===== config.mk =====
export PLATFORM = sky130hd
export DESIGN_NAME = vga_timing_gen
export DESIGN_NICKNAME = d
export VERILOG_FILES = /design/src/rtl/vga_timing_gen.sv
export SDC_FILE = /design/constraint.sdc
export NUM_CORES = 1
export LEC_CHECK = 0
export ABC_AREA = 1
export ABC_CLOCK_PERIOD_IN_PS = 4700
export CORE_ASPECT_RATIO = 0.8
export CORE_MARGIN = 10
export CORE_UTILIZATION = 30
export DETAILED_ROUTE_END_ITERATION = 16
export GPL_TIMING_DRIVEN = 0
export PLACE_DENSITY_LB_ADDON = 0.12
export SYNTH_ARGS = -nofsm -noshare
export SYNTH_HDL_FRONTEND = slang
export SYNTH_SLANG_ARGS = --single-unit

===== constraint.sdc =====
create_clock -name CLK_VGA -period 4.7 [get_ports CLK_VGA]
set_input_delay 1.175 -clock CLK_VGA [delete_from_list [all_inputs] [get_ports CLK_VGA]]
set_output_delay 1.175 -clock CLK_VGA [all_outputs]
set_load 0.1 [all_outputs]

===== src/rtl/vga_timing_gen.sv =====
// vga_timing_gen: 1280x1024@60 raster counters with registered sync/blank flags.
// Optional frame counter port enabled by defining VGA_FRAME_COUNT_EN.
module vga_timing_gen #(
  parameter int H_VISIBLE = 1280,
  parameter int H_FP      = 48,
  parameter int H_SYNC    = 112,
  parameter int H_BP      = 248,
  parameter int V_VISIBLE = 1024,
  parameter int V_FP      = 1,
  parameter int V_SYNC    = 3,
  parameter int V_BP      = 38,
  parameter int SYNC_POL  = 1
) (
  input  logic        CLK_VGA,
  input  logic        RESET,
  input  logic        PIX_CE,
  output logic [11:0] VGA_horzCoord,
  output logic [11:0] VGA_vertCoord,
  output logic        VGA_HS,
  output logic        VGA_VS,
  output logic        VGA_active,
  output logic        LINE_START,
  output logic        FRAME_START
`ifdef VGA_FRAME_COUNT_EN
  ,
  output logic [15:0] FRAME_COUNT
`endif
);

  localparam int H_TOTAL = H_VISIBLE + H_FP + H_SYNC + H_BP;
  localparam int V_TOTAL = V_VISIBLE + V_FP + V_SYNC + V_BP;

  localparam logic [11:0] H_LAST = 12'(H_TOTAL - 1);
  localparam logic [11:0] V_LAST = 12'(V_TOTAL - 1);

  // 13-bit bounds so an end-exclusive limit of 4096 still fits
  localparam logic [12:0] H_VIS = 13'(H_VISIBLE);
  localparam logic [12:0] V_VIS = 13'(V_VISIBLE);
  localparam logic [12:0] HS_B  = 13'(H_VISIBLE + H_FP);
  localparam logic [12:0] HS_E  = 13'(H_VISIBLE + H_FP + H_SYNC);
  localparam logic [12:0] VS_B  = 13'(V_VISIBLE + V_FP);
  localparam logic [12:0] VS_E  = 13'(V_VISIBLE + V_FP + V_SYNC);

  localparam logic POL = (SYNC_POL != 0);

  logic        primed;
  logic [11:0] h_nxt;
  logic [11:0] v_nxt;
  logic [12:0] h_w;
  logic [12:0] v_w;
  logic        act_nxt;
  logic        hs_nxt;
  logic        vs_nxt;
  logic        ls_nxt;
  logic        fs_nxt;

  // Next raster position; the priming edge presents (0,0) without moving
  always_comb begin
    h_nxt = VGA_horzCoord;
    v_nxt = VGA_vertCoord;
    if (primed) begin
      if (VGA_horzCoord == H_LAST) begin
        h_nxt = '0;
        if (VGA_vertCoord == V_LAST) begin
          v_nxt = '0;
        end else begin
          v_nxt = VGA_vertCoord + 12'd1;
        end
      end else begin
        h_nxt = VGA_horzCoord + 12'd1;
      end
    end
  end

  // Flags derived from the next position so they register alongside it
  always_comb begin
    h_w     = {1'b0, h_nxt};
    v_w     = {1'b0, v_nxt};
    act_nxt = (h_w < H_VIS) && (v_w < V_VIS);
    hs_nxt  = ((h_w >= HS_B) && (h_w < HS_E)) ? POL : ~POL;
    vs_nxt  = ((v_w >= VS_B) && (v_w < VS_E)) ? POL : ~POL;
    ls_nxt  = (h_nxt == 12'd0);
    fs_nxt  = (h_nxt == 12'd0) && (v_nxt == 12'd0);
  end

  // Raster state and output registers; pulses drop on any non-advancing edge
  always_ff @(posedge CLK_VGA or posedge RESET) begin
    if (RESET) begin
      VGA_horzCoord <= '0;
      VGA_vertCoord <= '0;
      VGA_HS        <= ~POL;
      VGA_VS        <= ~POL;
      VGA_active    <= 1'b0;
      LINE_START    <= 1'b0;
      FRAME_START   <= 1'b0;
      primed        <= 1'b0;
    end else if (PIX_CE) begin
      VGA_horzCoord <= h_nxt;
      VGA_vertCoord <= v_nxt;
      VGA_HS        <= hs_nxt;
      VGA_VS        <= vs_nxt;
      VGA_active    <= act_nxt;
      LINE_START    <= ls_nxt;
      FRAME_START   <= fs_nxt;
      primed        <= 1'b1;
    end else begin
      LINE_START    <= 1'b0;
      FRAME_START   <= 1'b0;
    end
  end

`ifdef VGA_FRAME_COUNT_EN
  // Frame counter steps on the same edge that raises FRAME_START
  always_ff @(posedge CLK_VGA or posedge RESET) begin
    if (RESET) begin
      FRAME_COUNT <= '0;
    end else if (PIX_CE && fs_nxt) begin
      FRAME_COUNT <= FRAME_COUNT + 16'd1;
    end
  end
`endif

endmodule


=== Word level (Yosys, flattened, before mapping) ===
Index checks and enable logic that the tools add are counted.
W data, S select, Z words.

* Multiplexer cells: 9
* $add $sub $neg: 2
* Eq/ne operators: 2
* Reduce and logical (&&, ||, !) cells: 6
* Magnitude comparators: 6

{| class="wikitable"
|+ Operators with widths
! cell !! number
|-
| $mux W12 || 5
|-
| $lt A12 B11 Y1 const B || 4
|-
| $add A12 B1 Y12 const B || 2
|-
| $eq A12 B11 Y1 const B || 2
|-
| $ge A12 B11 Y1 const B || 2
|-
| $logic_not A12 Y1 || 2
|-
| $logic_and A1 B1 Y1 || 4
|-
| $mux W1 || 4
|}

* Word-level logic and storage cells: 33
* Output and inout bits: 29
* Register bits: 30
* Input bits: 3

=== Logic depth before layout (Yosys ltp) ===
Gate-level depths: netlist of run 1.

* Depth after elaboration: 7
* Depth in mapped cells: 15
* Depth with buffers taken out: 14

=== Worst setup path before layout of run 1 ===
Ideal clock, no wire load.

* Kind: register to register
* From: register VGA_horzCoord[1]
* To: register VGA_VS
* Setup slack: 2.203 ns
* Library setup time: 0.120 ns
* Stages on the path, launching flop included: 14
* Path buffers: 1
* Arrival time: 2.378 ns
* Period minus slack after synthesis: 2.497 ns
* Cell sequence: dfrtp_1 ha_1 nand2_1 nor2_4 inv_2 nor2_2 buf_6 nand4_1 nand3_1 nand2_1 nor2_2 nor2_1 nand2_1 nand2_1

* Word-level cells in the longest chain between the ends: 6

{| class="wikitable"
|+ RTL lines
! element !! RTL line !! text
|-
| from (decl) || 17 || <nowiki>output logic [11:0] VGA_horzCoord,</nowiki>
|-
| from (signal assigned) || 98 || <nowiki>VGA_horzCoord <= h_nxt;</nowiki>
|-
| $eq A12 B11 Y1 * || 62 || <nowiki>if (VGA_horzCoord == H_LAST) begin</nowiki>
|-
| $mux W12 * || 62 ||
|-
| $mux W12 * || 61 || <nowiki>if (primed) begin</nowiki>
|-
| $ge A12 B11 Y1 or $lt A12 B11 Y1 (tied branches) || 81 || <nowiki>vs_nxt = ((v_w >= VS_B) && (v_w < VS_E)) ? POL : ~POL;</nowiki>
|-
| $logic_and A1 B1 Y1 * || 81 ||
|-
| $mux W1 * || 81 ||
|-
| to (signal assigned) || 92 || <nowiki>VGA_VS <= ~POL;</nowiki>
|-
| to (signal assigned) || 101 || <nowiki>VGA_VS <= vs_nxt;</nowiki>
|-
| to (decl) || 20 || <nowiki>output logic VGA_VS,</nowiki>
|}

Mark *: on every way between the ends. The rest lies on a longest branch, timed or not.
A chain may end at the register's enable or synchronous reset.

=== Worst setup path after layout of run 1 ===
* From: register VGA_horzCoord[6]
* To: output VGA_horzCoord[6]

No word-level cell between the ends.

==> results of run 1 <==
layer usage:
metal	up-vias	GRT usage, %	share of wire [%]
met1	998	19.0	52
met4	0	2.53	0.47
met5	-	0	0
li1	1171	-	-
met3	4	3.33	7.5
met2	51	16.8	40
registers in the layout, summed over array words and instances, names as in the netlist:
signal         count
VGA_VS             1
VGA_active         1
VGA_HS             1
LINE_START         1
FRAME_START        1
VGA_vertCoord     12
primed             1
VGA_horzCoord     12
layout by cell type (no fill, tap or decap), drive strengths merged:
cell type        n
a21oi            5
o21bai           2
nand4           13
clkbuf          12
dfrtp           30
nand3           32
and2             1
nor2            44
inv             50
a21o             1
buf              4
xor2             3
or2              1
nand2          115
o211ai           1
a22oi            1
o22ai            1
ha               3
nor3             4
o21ai           28
clkdlybuf4s50   31
metrics by stage:
stage | util, % | hold WS (ns)
floorplan | - | 0.603
global placement | 37.3 | 0.462
detailed placement | 37.3 | 0.465
CTS | 38.4 | 0.484
global route | 38.4 | 0.515
finish | 38.4 | 0.477
cell families after synthesis:
family | synth area share, %
XOR/XNOR | 1.20
AND/OR/NAND/NOR | 42.3
flip-flops | 34.3
adder cells (fa/ha/maj) | 1.72
AO/OA/AOI/OAI | 9.61
buffers and inverters | 10.9
worst max-delay path by stage:
stage | from | endpoint
3_3_place_gp | PIX_CE | VGA_horzCoord[0]$_DFFE_PP0P_
6_report | VGA_horzCoord[6]$_DFFE_PP0P_ | VGA_horzCoord[6]
4_1_cts | VGA_horzCoord[6]$_DFFE_PP0P_ | VGA_horzCoord[6]
3_5_place_dp | PIX_CE | VGA_horzCoord[0]$_DFFE_PP0P_
2_1_floorplan | VGA_horzCoord[1]$_DFFE_PP0P_ | VGA_VS$_DFFE_PP0P_
5_1_grt | VGA_vertCoord[0]$_DFFE_PP0P_ | VGA_vertCoord[0]
where the power goes:
| group | switching (W) | internal, W | leakage (nW) |
|---|---|---|---|
| clock | 0.0000979 | 0.000102 | 0.0383 |
| sequential | 0.0000708 | 0.000303 | 0.383 |
| combinational | 0.000555 | 0.000170 | 0.875 |
| total | 0.000723 | 0.000575 | 1.30 |
layout make-up:
| type | instances | share of cell area [%] |
|---|---|---|
| buffer | 9 | 1.86 |
| multi-input combinational | 255 | 44.7 |
| tap | 87 | 4.06 |
| sequential | 30 | 28.0 |
| timing repair buffer | 31 | 11.6 |
| inverter | 50 | 6.99 |
| clock buffer | 7 | 2.84 |
==> results.cfg, run 1 <==
[status]
outcome = finished, final reports clean

[place]
io_buffers = 31
finalWeightedCongestion = 0.861
dpl-instance-area_sq_mm = 0.00261
hpwl_microns = 5100
place_worst_setup_slack_ns = 1.62
dp.cells = 462

[yosys]
netlist_area_sq_mm = 0.00219
ys_warn_count = 0
synth_fp_nets = 350
postSynthCellCount = 344
post_synth_main_area_contributors = sky130_fd_sc_hd__dfrtp_1 34%, sky130_fd_sc_hd__nand2_1 20%, sky130_fd_sc_hd__inv_1 8.1%
count_of_flip_flops_with_a_built_in_enable_after_synthesis = 0
synth-seq-area-share_pct = 34.3
ys_types = 26
synth-async-reset-ratio_pct = 100
synth-main-ff-cell = sky130_fd_sc_hd__dfrtp_1
post_synth.cell_area_avg_sq_um = 6.36
ys_top_cells_by_count = 115 x sky130_fd_sc_hd__nand2_1, 47 x sky130_fd_sc_hd__inv_1, 38 x sky130_fd_sc_hd__nor2_1
yosysMostFrequentCell = sky130_fd_sc_hd__nand2_1
post-synth-top-area-fraction_pct = 34.3
ys_seq_elements = 30
library_cell_with_the_largest_summed_area_after_synthesis = sky130_fd_sc_hd__dfrtp_1

[route]
avgRoutedWirePerCell_microns = 14.0
routed_via_density = 4.74
detailedRoute.firstPassIterationCount = 4
dr.first_iter.drc_count = 130
vias = 2224
ant_nets = 0
routed_wl_microns = 6570
drc_errors = 0

[global_route]
gr-total-overflow = 0
wire_length_of_the_first_global_routing_pass_microns = 11000
number_of_global_route_vias_before_repair = 2048
grt_start_max_net_pins = 31
global_route.usage.total_pct = 12.5
antenna_violations_before_repair = 0

[worst_setup_path]
crit_path_start_kind = register
depth_of_the_most_critical_reg_to_reg_path = 11
worst-path-stages = 1
reg_to_reg_endpoint = FRAME_START$_DFF_PP0_
critical_path_class = reg -> out
cp_data_required_time_ns = 3.52
reg2reg_from = VGA_horzCoord[0]$_DFFE_PP0P_
crit_chain = clkdlybuf4s50_1
r2r_slack_ns = 2.46
critical_path.slowest_cell = sky130_fd_sc_hd__clkdlybuf4s50_1
path_buf_inv = 1
cp.arrival_ns = 1.94
crit_path_max_incr_delay_ns = 1.18
cp_top_family = buffers and inverters
cp-end-kind = output port
critPathMaxFanout = 7

[cells_and_area]
layout.nets = 388
fillerInstances = 768
synthesis_to_layout_area_growth_pct = 22.6
storage_element_area_sq_um = 751
final_area_sq_mm = 0.00268
final_cells = 469
drive_gt1_share_pct = 6.81
multiInputGateArea_sq_mm = 0.00120
diodes = 0

[floorplanning]
initial_utilization_pct = 31.3
placeableCoreArea_sq_mm = 0.00699
boundaryPins = 32
placement_rows = 27
dieWidth_microns = 115
floorplan.die_area_sq_mm = 0.0111
floorplan.die.height_microns = 96.4

[sta]
final_critical_path_required_period_ns = 3.11
timing.final.hold_violations = 0
finalSetupViolations = 0
grt_setup_unrepaired = false
period_share_pct = 66.2
worst_clock_skew_ns = 0.00249
max_slew_margin_pct = 34.1
timing.fmax_mhz = 321
slew_at_the_pin_closest_to_its_max_slew_limit_ns = 0.985
setup_slack_ns = 1.59
final-max-slew-violation-count = 0
tns_ns = 0

[cts]
tritoncts = done
clock_tree.htree_level_count = 2
clk_latency_ns = 0.28
post_cts_resized = 0
clock-sinks = 30
cts_inserted_buffers = 5
clockRootBuffer = sky130_fd_sc_hd__clkbuf_8
holdBufCountCts = 0
clk_pin_slew_ns = 0.06
cts.repair_timing.setup_buffer_count = 0
ctsLongestPathBuffers = 2

[hold_path]
min-delay-start = VGA_VS$_DFFE_PP0P_
hold_path_end = VGA_VS$_DFFE_PP0P_
hold_path.class = reg -> reg
min_delay_path_depth = 2

[power]
vdd_ir_drop_max_uv = 260
overall_power_w = 0.00130
cellPowerDensity_mw_per_mm2 = 484
cellLeakagePower_nw = 1.30

[job]
timing.max_cap.violations = 0
(Power assumes the default switching activity.)
==> run 2, diff against run 1 <==
Settings changed: ABC_CLOCK_PERIOD_IN_PS 4700 to 3000.
Clock period 4.7 ns to 3 ns, I/O delays scaled along.
==> results of run 2 <==
Same layout as run 1 (identical final DEF). Status: finished, final reports clean.
Among the figures that moved: setup slack after placement 1.62 ns -> 0.347 ns; setup slack after layout 1.59 ns -> 0.311 ns; register-to-register setup slack 2.46 ns -> 0.76 ns; total power 0.00130 W -> 0.00203 W; worst IR drop on VDD 260 uV -> 408 uV
